$ cat src/rtl/rfile_reader.sv
// Register-file read initiator: one-cycle read stage with same-edge write forwarding and
// sub-register field extraction, followed by a 3-entry in-order response FIFO.
module rfile_reader #(
  parameter int XLEN = 64,
  parameter int XWDT = 6
) (
  input  logic            clk,
  input  logic            rst,
  input  logic            req_valid,
  output logic            req_ready,
  input  logic [XWDT-1:0] req_reg,
  input  logic [1:0]      req_size,
  input  logic [2:0]      req_pos,
  input  logic            req_sext,
  output logic [XWDT-1:0] rd_addr,
  input  logic [XLEN-1:0] rd_data,
  input  logic            snoop_we,
  input  logic [XWDT-1:0] snoop_reg,
  input  logic [XLEN-1:0] snoop_data,
  input  logic [1:0]      snoop_size,
  input  logic [2:0]      snoop_pos,
  output logic            rsp_valid,
  input  logic            rsp_ready,
  output logic [XLEN-1:0] rsp_data,
  output logic [XWDT-1:0] rsp_reg
);

  localparam int OW = $clog2(XLEN);

  typedef struct packed {
    logic [XWDT-1:0] rg;
    logic [XLEN-1:0] data;
  } entry_t;

  // Upper pos bits beyond the field count are dropped, so a position can never run off the register.
  function automatic logic [OW-1:0] field_off(input logic [1:0] size, input logic [2:0] pos);
    case (size)
      2'd0:    field_off = OW'({pos, 3'b000});
      2'd1:    field_off = OW'({pos[1:0], 4'b0000});
      2'd2:    field_off = OW'({pos[0], 5'b00000});
      default: field_off = '0;
    endcase
  endfunction

  function automatic logic [XLEN-1:0] field_mask(input logic [1:0] size);
    case (size)
      2'd0:    field_mask = XLEN'(8'hFF);
      2'd1:    field_mask = XLEN'(16'hFFFF);
      2'd2:    field_mask = XLEN'(32'hFFFF_FFFF);
      default: field_mask = '1;
    endcase
  endfunction

  logic            s1_valid;
  logic [XWDT-1:0] s1_reg;
  logic [1:0]      s1_size;
  logic [2:0]      s1_pos;
  logic            s1_sext;
  logic            sn_hit;
  logic [XLEN-1:0] sn_data;
  logic [1:0]      sn_size;
  logic [2:0]      sn_pos;

  entry_t          q0, q1, q2;
  logic [1:0]      count;
  logic [1:0]      wr_idx;
  logic            accept, push, pop;

  logic [XLEN-1:0] wr_mask, merged, shifted, result;
  logic [OW-1:0]   wr_off;

  assign rd_addr   = req_reg;
  assign req_ready = ({1'b0, count} + {2'b00, s1_valid}) < 3'd3;
  assign accept    = req_valid & req_ready;
  assign rsp_valid = (count != 2'd0);
  assign rsp_data  = q0.data;
  assign rsp_reg   = q0.rg;
  assign push      = s1_valid;
  assign pop       = rsp_valid & rsp_ready;
  assign wr_idx    = count - {1'b0, pop};

  always_ff @(posedge clk or posedge rst) begin
    if (rst) begin
      s1_valid <= 1'b0;
      s1_reg   <= '0;
      s1_size  <= '0;
      s1_pos   <= '0;
      s1_sext  <= 1'b0;
      sn_hit   <= 1'b0;
      sn_data  <= '0;
      sn_size  <= '0;
      sn_pos   <= '0;
    end else begin
      s1_valid <= accept;
      if (accept) begin
        s1_reg   <= req_reg;
        s1_size  <= req_size;
        s1_pos   <= req_pos;
        s1_sext  <= req_sext;
        // The rfile read started this edge cannot see a write committing on the same edge.
        sn_hit   <= snoop_we && (snoop_reg == req_reg);
        sn_data  <= snoop_data;
        sn_size  <= snoop_size;
        sn_pos   <= snoop_pos;
      end
    end
  end

  always_comb begin
    wr_off  = field_off(sn_size, sn_pos);
    wr_mask = field_mask(sn_size) << wr_off;
    merged  = rd_data;
    if (sn_hit)
      merged = (rd_data & ~wr_mask) | ((sn_data & field_mask(sn_size)) << wr_off);
    shifted = merged >> field_off(s1_size, s1_pos);
    case (s1_size)
      2'd0:    result = {{(XLEN-8){s1_sext & shifted[7]}}, shifted[7:0]};
      2'd1:    result = {{(XLEN-16){s1_sext & shifted[15]}}, shifted[15:0]};
      2'd2:    result = {{(XLEN-32){s1_sext & shifted[31]}}, shifted[31:0]};
      default: result = shifted;
    endcase
  end

  // Shift-register FIFO: entry 0 is always the head, so rsp_* come straight from flops.
  always_ff @(posedge clk or posedge rst) begin
    if (rst) begin
      q0    <= '0;
      q1    <= '0;
      q2    <= '0;
      count <= 2'd0;
    end else begin
      if (push && wr_idx == 2'd0)
        q0 <= '{rg: s1_reg, data: result};
      else if (pop)
        q0 <= q1;
      if (push && wr_idx == 2'd1)
        q1 <= '{rg: s1_reg, data: result};
      else if (pop)
        q1 <= q2;
      if (push && wr_idx == 2'd2)
        q2 <= '{rg: s1_reg, data: result};
      count <= count + {1'b0, push} - {1'b0, pop};
    end
  end

endmodule

$ cat config.mk
export PLATFORM = sky130hd
export DESIGN_NAME = rfile_reader
export DESIGN_NICKNAME = d
export VERILOG_FILES = /design/src/rtl/rfile_reader.sv
export SDC_FILE = /design/constraint.sdc
export NUM_CORES = 1
export LEC_CHECK = 0
export CAP_MARGIN = 30
export CORE_ASPECT_RATIO = 1.75
export CORE_MARGIN = 3
export CORE_UTILIZATION = 59
export CTS_CLUSTER_SIZE = 10
export DETAILED_ROUTE_END_ITERATION = 8
export GPL_TIMING_DRIVEN = 0
export PLACE_DENSITY = 0.95
export SETUP_SLACK_MARGIN = 0.02
export SKIP_LAST_GASP = 1
export SLEW_MARGIN = 20
export SYNTH_ARGS = -nofsm -noshare
export SYNTH_HDL_FRONTEND = slang
export SYNTH_SLANG_ARGS = --single-unit
$ cat constraint.sdc
create_clock -name clk -period 24.7 [get_ports clk]
set_input_delay 3.705 -clock clk [delete_from_list [all_inputs] [get_ports clk]]
set_output_delay 3.705 -clock clk [all_outputs]
set_load 0.05 [all_outputs]
==> summary.md, run 1 <==
| Metric | Value |
|---|---|
| Outcome | completed |
| Type of origin of the critical path | input port |
| Hold Crit Class | reg2reg |
| Final WL | 60700 um |
| Power Dens Cells | 158 nW/um^2 |
| Util after Layout | 0.746 |
| Most common cell after layout, fill and taps aside | nand2_1 |
| Antenna diodes | 0 |
| Worst-margin pin slew | 0.977 ns |
| CTS root buffer | clkbuf_16 |
| Fmax | 113 MHz |
| Clock sinks | 295 |
| Hold Path Origin | q2[5] |
| DR vias/cell | 6.86 |
| Delay-heaviest family, CP | buffers and inverters |
| I/O Buffers | 233 |
| Main flop type after synthesis | dfrtp_1 |
| Share of layout cells above drive strength 1 | 0.0934 |
| VDD IR max | 91.9 uV |
| Minimum clock period | 8.88 ns |
| Final GP Congestion | 1.06 |
| Yosys cell types | 79 |
| TritonCTS clock tree | yes |
| Largest fanout on the critical path | 3 |
| R2r endpoint | q1[68] |
| DR vias | 15900 |
| Final Instance Count excl. Fillers | 2322 |
| P_sw | 1.48 mW |
| Sequential share of the synthesized area | 0.470 |
| Placed Cells | 2282 |
| Clk_skew | 0.0156 ns |
| Detailed-placement wirelength estimate | 45700 um |
| Unrepaired setup endpoints after global routing | false |
| Cells after synthesis | 1727 |
| Design area | 19400 sq um |
| Dpl cell area | 18500 sq um |
| EDFF count, synth | 0 |
| Hold buffer count at CTS | 0 |
| Critical Path RT | 21.00 ns |
| Max_cap viols | 0 |
| Vias in the first global route | 16400 |
| Worst hold path depth | 2 |
| Pin count of the biggest net entering global routing | 109 |
| Initial antenna violation count | 0 |
| Cts bufs inserted | 35 |
| First-pass DRT Iterations | 9 |
| Worst EP arrival | 5.18 ns |
| Net Sw Frac | 0.481 |
| CP max stage cell | clkdlybuf4s50_1 |
| Die outline area | 28700 sq um |
| Reg2reg start | count[1] |
| Final ANT Viol Nets | 0 |
| PostCTS Resize Cnt | 0 |
| Max Buffers Root-to-Sink | 3 |
| Width of the die | 129 um |
| Core area | 26100 sq um |
| Starting Density | 0.603 |
| Global-route usage over all layers | 0.422 |
| Critical path class | in2out |
| Die height | 222 um |
| # IOs | 234 |
| Rel. slew slack | 0.342 |
| Final period util | 0.360 |
| Seq pwr share | 0.297 |
| H-tree depth | 2 |
| Drt wl/cell | 26.1 um |
| Final nets | 2161 |
| # DRC | 0 |
| Most frequent cells in the layout | nand2_1, dfrtp_1, clkdlybuf4s50_1, a21oi_1, clkbuf_1 |
| Postcts setup bufs | 0 |
| CP Buf/Inv Count | 3 |
| Static leakage | 8.28 nW |
| Area Overhead vs Synth | 23.8% |
| Hold Path Sink | q2[5] |
| Synth Cell Area | 15700 sq um |
| Fill count | 1779 |
| Max Transition Viols Final | 0 |
| Pre-CTS setup slack | 15.82 ns |
| Wire length of the first global-routing pass | 92600 um |
| Reg2Reg Depth | 12 |
| Worst skew pair latency | 0.55 ns |
| Overall power | 3.08 mW |
| R2R Setup Slk | 20.24 ns |
| Yosys warnings | 0 |
| Largest regs | q1 (70), q2 (70) |
| Setup slack after layout | 15.82 ns |
| Comb power frac | 0.556 |
| Cell mode on critical path | clkdlybuf4s50_1 |
| WHS | 0.486 ns |
| Synthesized area per cell | 9.09 sq um |
| CP Capture Type | output pin |
| P_int | 1.60 mW |
| Clock Pin Slew Worst Setup and Hold Paths | 0.06 ns |
| Slowest stage delay, CP | 0.79 ns |
| DRT iter0 DRCs | 1639 |
| Synth Register Bits | 295 |
| Sum Neg Setup Slack | 0 ns |
| Post-synth ARST share | 1.00 |
| Grt ovf | 0 |
| Clock group share of total power | 0.147 |
| Syn Nets | 1888 |
| Worst path cell trace | clkdlybuf4s50_1 -> buf_4 -> clkdlybuf4s50_1 |
| Final hold violation count | 0 |
| Site Rows | 78 |
| Final setup fails | 0 |
[power by group through the flow]
stage | sequential, mW | clock [mW] | combinational [mW]
2_1_floorplan | 1.04 | 0 | 0.948
3_5_place_dp | 0.906 | 0 | 1.65
5_1_grt | 0.935 | 0.469 | 1.82
4_1_cts | 0.904 | 0.448 | 1.67
3_3_place_gp | 0.894 | 0 | 1.60
6_report | 0.916 | 0.452 | 1.71
[Yosys cell counts (all sizes together), types with 5 or more instances]
cell | number | area (sq um)
a32oi | 57 | 499
o31ai | 5 | 37.5
a22oi | 14 | 105
nand3 | 13 | 70.1
o22a | 5 | 43.8
and2 | 6 | 37.5
o221ai | 7 | 61.3
a21o | 15 | 113
dfrtp | 295 | 7380
nor2b | 11 | 68.8
xnor2 | 7 | 61.3
mux2i | 18 | 184
clkbuf | 104 | 390
a21oi | 119 | 599
and4b | 8 | 80.1
a221o | 8 | 80.1
nand2 | 403 | 1510
nor4 | 6 | 88.8
a211oi | 14 | 105
buf | 45 | 294
o22ai | 8 | 50.1
a31oi | 74 | 463
or2 | 5 | 31.3
o211a | 5 | 50.1
ha | 5 | 62.6
mux2 | 85 | 957
and3 | 80 | 500
inv | 14 | 52.6
a22o | 8 | 70.1
o21ai | 67 | 343
nor2 | 101 | 382
nor3 | 6 | 35.0
o21a | 17 | 128
nand2b | 15 | 93.8
nor4bb | 7 | 70.1
a221oi | 13 | 114
o211ai | 13 | 97.6
[worst max-delay path by stage]
stage            endpoint  startpoint  depth (start not counted)
2_1_floorplan    count[0]         rst                          1
3_3_place_gp   sn_data[3]         rst                          2
3_5_place_dp   rd_addr[4]  req_reg[4]                          3
4_1_cts        rd_addr[4]  req_reg[4]                          3
5_1_grt        rd_addr[4]  req_reg[4]                          3
6_report       rd_addr[4]  req_reg[4]                          3
[worst min-delay path, delay by kind of cell, from the launching register on]
kind	cells	cell delay, ns
DFF	1	0.34
AOI/OAI and AO/OA	1	0.06
and+or+nand+nor	1	0.05
[cell families (layout without fill, tap and decap cells)]
logic type                 Yosys count  count (layout)  synth area share
xor gates and xnor gates            10              10           0.00558
adders and majority gates            5               5           0.00398
and+or+nand+nor                    681             681             0.200
DFF                                295             295             0.470
muxes                              103             103            0.0727
buffers and inverters              165             440            0.0474
AOI/OAI and AO/OA                  468             468             0.201
[layout make-up]
type                    count  area [sq um]  share of cell area
repair buffers            236          2390               0.123
plain buffers             149           684              0.0352
inverters                  16          67.6             0.00347
flip-flops and latches    295          7380               0.380
multi-input cells        1267          7590               0.390
well taps                 320           400              0.0206
clock buffers              36           890              0.0457
clock inverters             3          37.5             0.00193
[layer usage]
metal	vias up	track usage	wire length (um)
li1	6711	-	-
met4	0	0.326	5970
met5	-	0	0
met3	380	0.0882	5100
met1	7618	0.450	19200
met2	1210	0.712	30400
No activity file was read; power rests on OpenSTA's default activity.
==> inputs of run 2 (changes only) <==
--- a/config.mk
+++ b/config.mk
@@ -8,11 +8,11 @@
 export CAP_MARGIN = 30
 export CORE_ASPECT_RATIO = 1.75
 export CORE_MARGIN = 3
-export CORE_UTILIZATION = 59
+export CORE_UTILIZATION = 55
 export CTS_CLUSTER_SIZE = 10
 export DETAILED_ROUTE_END_ITERATION = 8
 export GPL_TIMING_DRIVEN = 0
-export PLACE_DENSITY = 0.95
+export PLACE_DENSITY = 0.92
 export SETUP_SLACK_MARGIN = 0.02
 export SKIP_LAST_GASP = 1
 export SLEW_MARGIN = 20
==> constraint.sdc (replaced) <==
create_clock -name clk -period 9.2 [get_ports clk]
set_input_delay 1.38 -clock clk [delete_from_list [all_inputs] [get_ports clk]]
set_output_delay 1.38 -clock clk [all_outputs]
set_load 0.05 [all_outputs]
==> run 2 against run 1 <==
Effect of this change:
- global-route usage is 3.3 points lower
- critical path depth is 9 higher
- final cell count is 2.8% higher
- non-clock buffer count is 9 higher
- setup slack worse by 12 ns
- sequential share of layout area is 0.42 points lower
- critical endpoint is now q1[48]
- highest routed layer unchanged
==> summary.md, run 2 (same netlist as run 1, synthesis figures left out) <==
| Metric | Value |
|---|---|
| Hold buffer count at CTS | 0 (unchanged) |
| Setup slack after layout | 4.06 ns (-11.76 ns) |
| Most frequent cells in the layout | nand2_1, dfrtp_1, clkdlybuf4s50_1, a21oi_1, clkbuf_1 |
| Final hold violation count | 0 (unchanged) |
| Die height | 230 um (+3.5%) |
| I/O Buffers | 233 (unchanged) |
| Largest regs | q1 (70), q2 (70) |
| Rel. slew slack | 0.321 (-0.0205) |
| First-pass DRT Iterations | 9 (unchanged) |
| DR vias/cell | 6.64 (-3.1%) |
| R2r endpoint | q1[48] |
| Drt wl/cell | 25.4 um (-2.9%) |
| Max_cap viols | 0 (unchanged) |
| Hold Path Sink | q2[13] |
| CP Capture Type | flip-flop |
| Reg2Reg Depth | 12 (unchanged) |
| Initial antenna violation count | 1 (+1) |
| Worst skew pair latency | 0.54 ns (about the same) |
| Global-route usage over all layers | 0.388 (-0.0335) |
| R2R Setup Slk | 4.73 ns (-15.51 ns) |
| Minimum clock period | 5.14 ns |
| Die outline area | 30700 sq um (+7.0%) |
| Core area | 28100 sq um (+7.7%) |
| Fmax | 195 MHz |
| Fill count | 2048 (+15%) |
| Site Rows | 81 (+3.8%) |
| Max Buffers Root-to-Sink | 3 (unchanged) |
| Max Transition Viols Final | 0 (unchanged) |
| Worst hold path depth | 2 (unchanged) |
| Final period util | 0.559 |
| Clock sinks | 295 (unchanged) |
| Clk_skew | 0.0120 ns (-0.00361 ns) |
| Grt ovf | 0 (unchanged) |
| H-tree depth | 2 (unchanged) |
| WHS | 0.483 ns (-0.00275 ns) |
| Largest fanout on the critical path | 11 (+8) |
| Power Dens Cells | 422 nW/um^2 (+170%) |
| VDD IR max | 214 uV (+130%) |
| Worst EP arrival | 5.56 ns (+0.38 ns) |
| Static leakage | 8.35 nW (+0.87%) |
| Unrepaired setup endpoints after global routing | false |
| Width of the die | 134 um (+3.4%) |
| Pin count of the biggest net entering global routing | 38 (-65%) |
| Most common cell after layout, fill and taps aside | nand2_1 |
| Pre-CTS setup slack | 3.90 ns (-11.92 ns) |
| CTS root buffer | clkbuf_16 |
| Area Overhead vs Synth | 25.2% |
| Final setup fails | 0 (unchanged) |
| Overall power | 8.29 mW (+170%) |
| Outcome | completed |
| Hold Crit Class | reg2reg |
| Cts bufs inserted | 35 (unchanged) |
| Vias in the first global route | 16200 (-1.0%) |
| PostCTS Resize Cnt | 0 (unchanged) |
| Clock Pin Slew Worst Setup and Hold Paths | 0.06 ns (about the same) |
| Wire length of the first global-routing pass | 92000 um (-0.59%) |
| Detailed-placement wirelength estimate | 46000 um (+0.76%) |
| Sum Neg Setup Slack | 0 ns (unchanged) |
| # IOs | 234 (unchanged) |
| Postcts setup bufs | 0 (unchanged) |
| Type of origin of the critical path | input port |
| Hold Path Origin | q2[13] |
| # DRC | 0 (unchanged) |
| Share of layout cells above drive strength 1 | 0.0968 (+0.00342) |
| Reg2reg start | count[1] |
| Final ANT Viol Nets | 0 (unchanged) |
| DRT iter0 DRCs | 1687 (+2.9%) |
| Final nets | 2170 (+0.42%) |
| Final GP Congestion | 1.04 (-1.3%) |
| Reg area | 7380 sq um (unchanged) |
| TritonCTS clock tree | yes |
| Critical Path RT | 9.62 ns (-11.38 ns) |
| Final WL | 60600 um (about the same) |
| Worst-margin pin slew | 1.01 ns (+0.0325 ns) |
| Critical path class | in2reg |
| DR vias | 15900 (-0.39%) |
| Area of the multi-input gates | 7580 sq um (about the same) |
| Starting Density | 0.559 (-0.0433) |
## run 2: routing by layer
layer | up-vias | global-route usage | part of all wire
li1 | 6729 | - | -
met1 | 7538 | 0.405 | 0.32
met2 | 1180 | 0.661 | 0.49
met3 | 410 | 0.0789 | 0.083
met4 | 0 | 0.328 | 0.11
met5 | - | 0 | 0
## run 2: stage by stage
stage | cells | util | cell area, sq um
2_1_floorplan | 1727 | - | 15700
3_3_place_gp | 2333 | 0.659 | 18500
3_5_place_dp | 2343 | 0.666 | 18700
4_1_cts | 2385 | 0.700 | 19700
5_1_grt | 2387 | 0.700 | 19700
6_report | 2388 | 0.700 | 19700
## run 2: worst max path at each step
| stage | from | endpoint | slack, ns | depth (start not counted) |
|---|---|---|---|---|
| global route | rsp_ready | q1[48] | 3.91 | 12 |
| detailed placement | rsp_ready | q1[60] | 3.90 | 11 |
| floorplan | rst | count[0] | 3.90 | 1 |
| global placement | rst | sn_data[12] | 2.09 | 2 |
| CTS | rsp_ready | q1[48] | 4.37 | 12 |
| finish | rsp_ready | q1[48] | 4.06 | 12 |
## run 2: area by class of cell
class                   instances  area share
clock buffers                  40      0.0471
plain buffers                 149      0.0348
well taps                     373      0.0237
multi-input cells            1267       0.386
diodes                          1    0.000127
repair buffers                245       0.129
flip-flops and latches        295       0.375
clock inverters                 2     0.00127
inverters                      16     0.00325
## run 2: critical path, stage by stage
cell and delay, ns:
clkdlybuf4s50_1 0.46, nand2_1 0.15, clkinv_1 0.17, clkbuf_1 0.51
clkbuf_1 0.58, ha_1 0.32, xor2_1 0.29, or3_1 0.24
clkbuf_1 0.46, clkbuf_1 0.54, nor2_1 0.15, a32oi_1 0.29
## run 2: where the power goes
part           total, mW  leakage, nW  internal [mW]  switching, mW
logic               4.60         4.34           1.64           2.96
registers           2.46         3.54           1.98          0.483
clock network       1.23        0.466          0.705          0.528
total               8.29         8.35           4.32           3.97
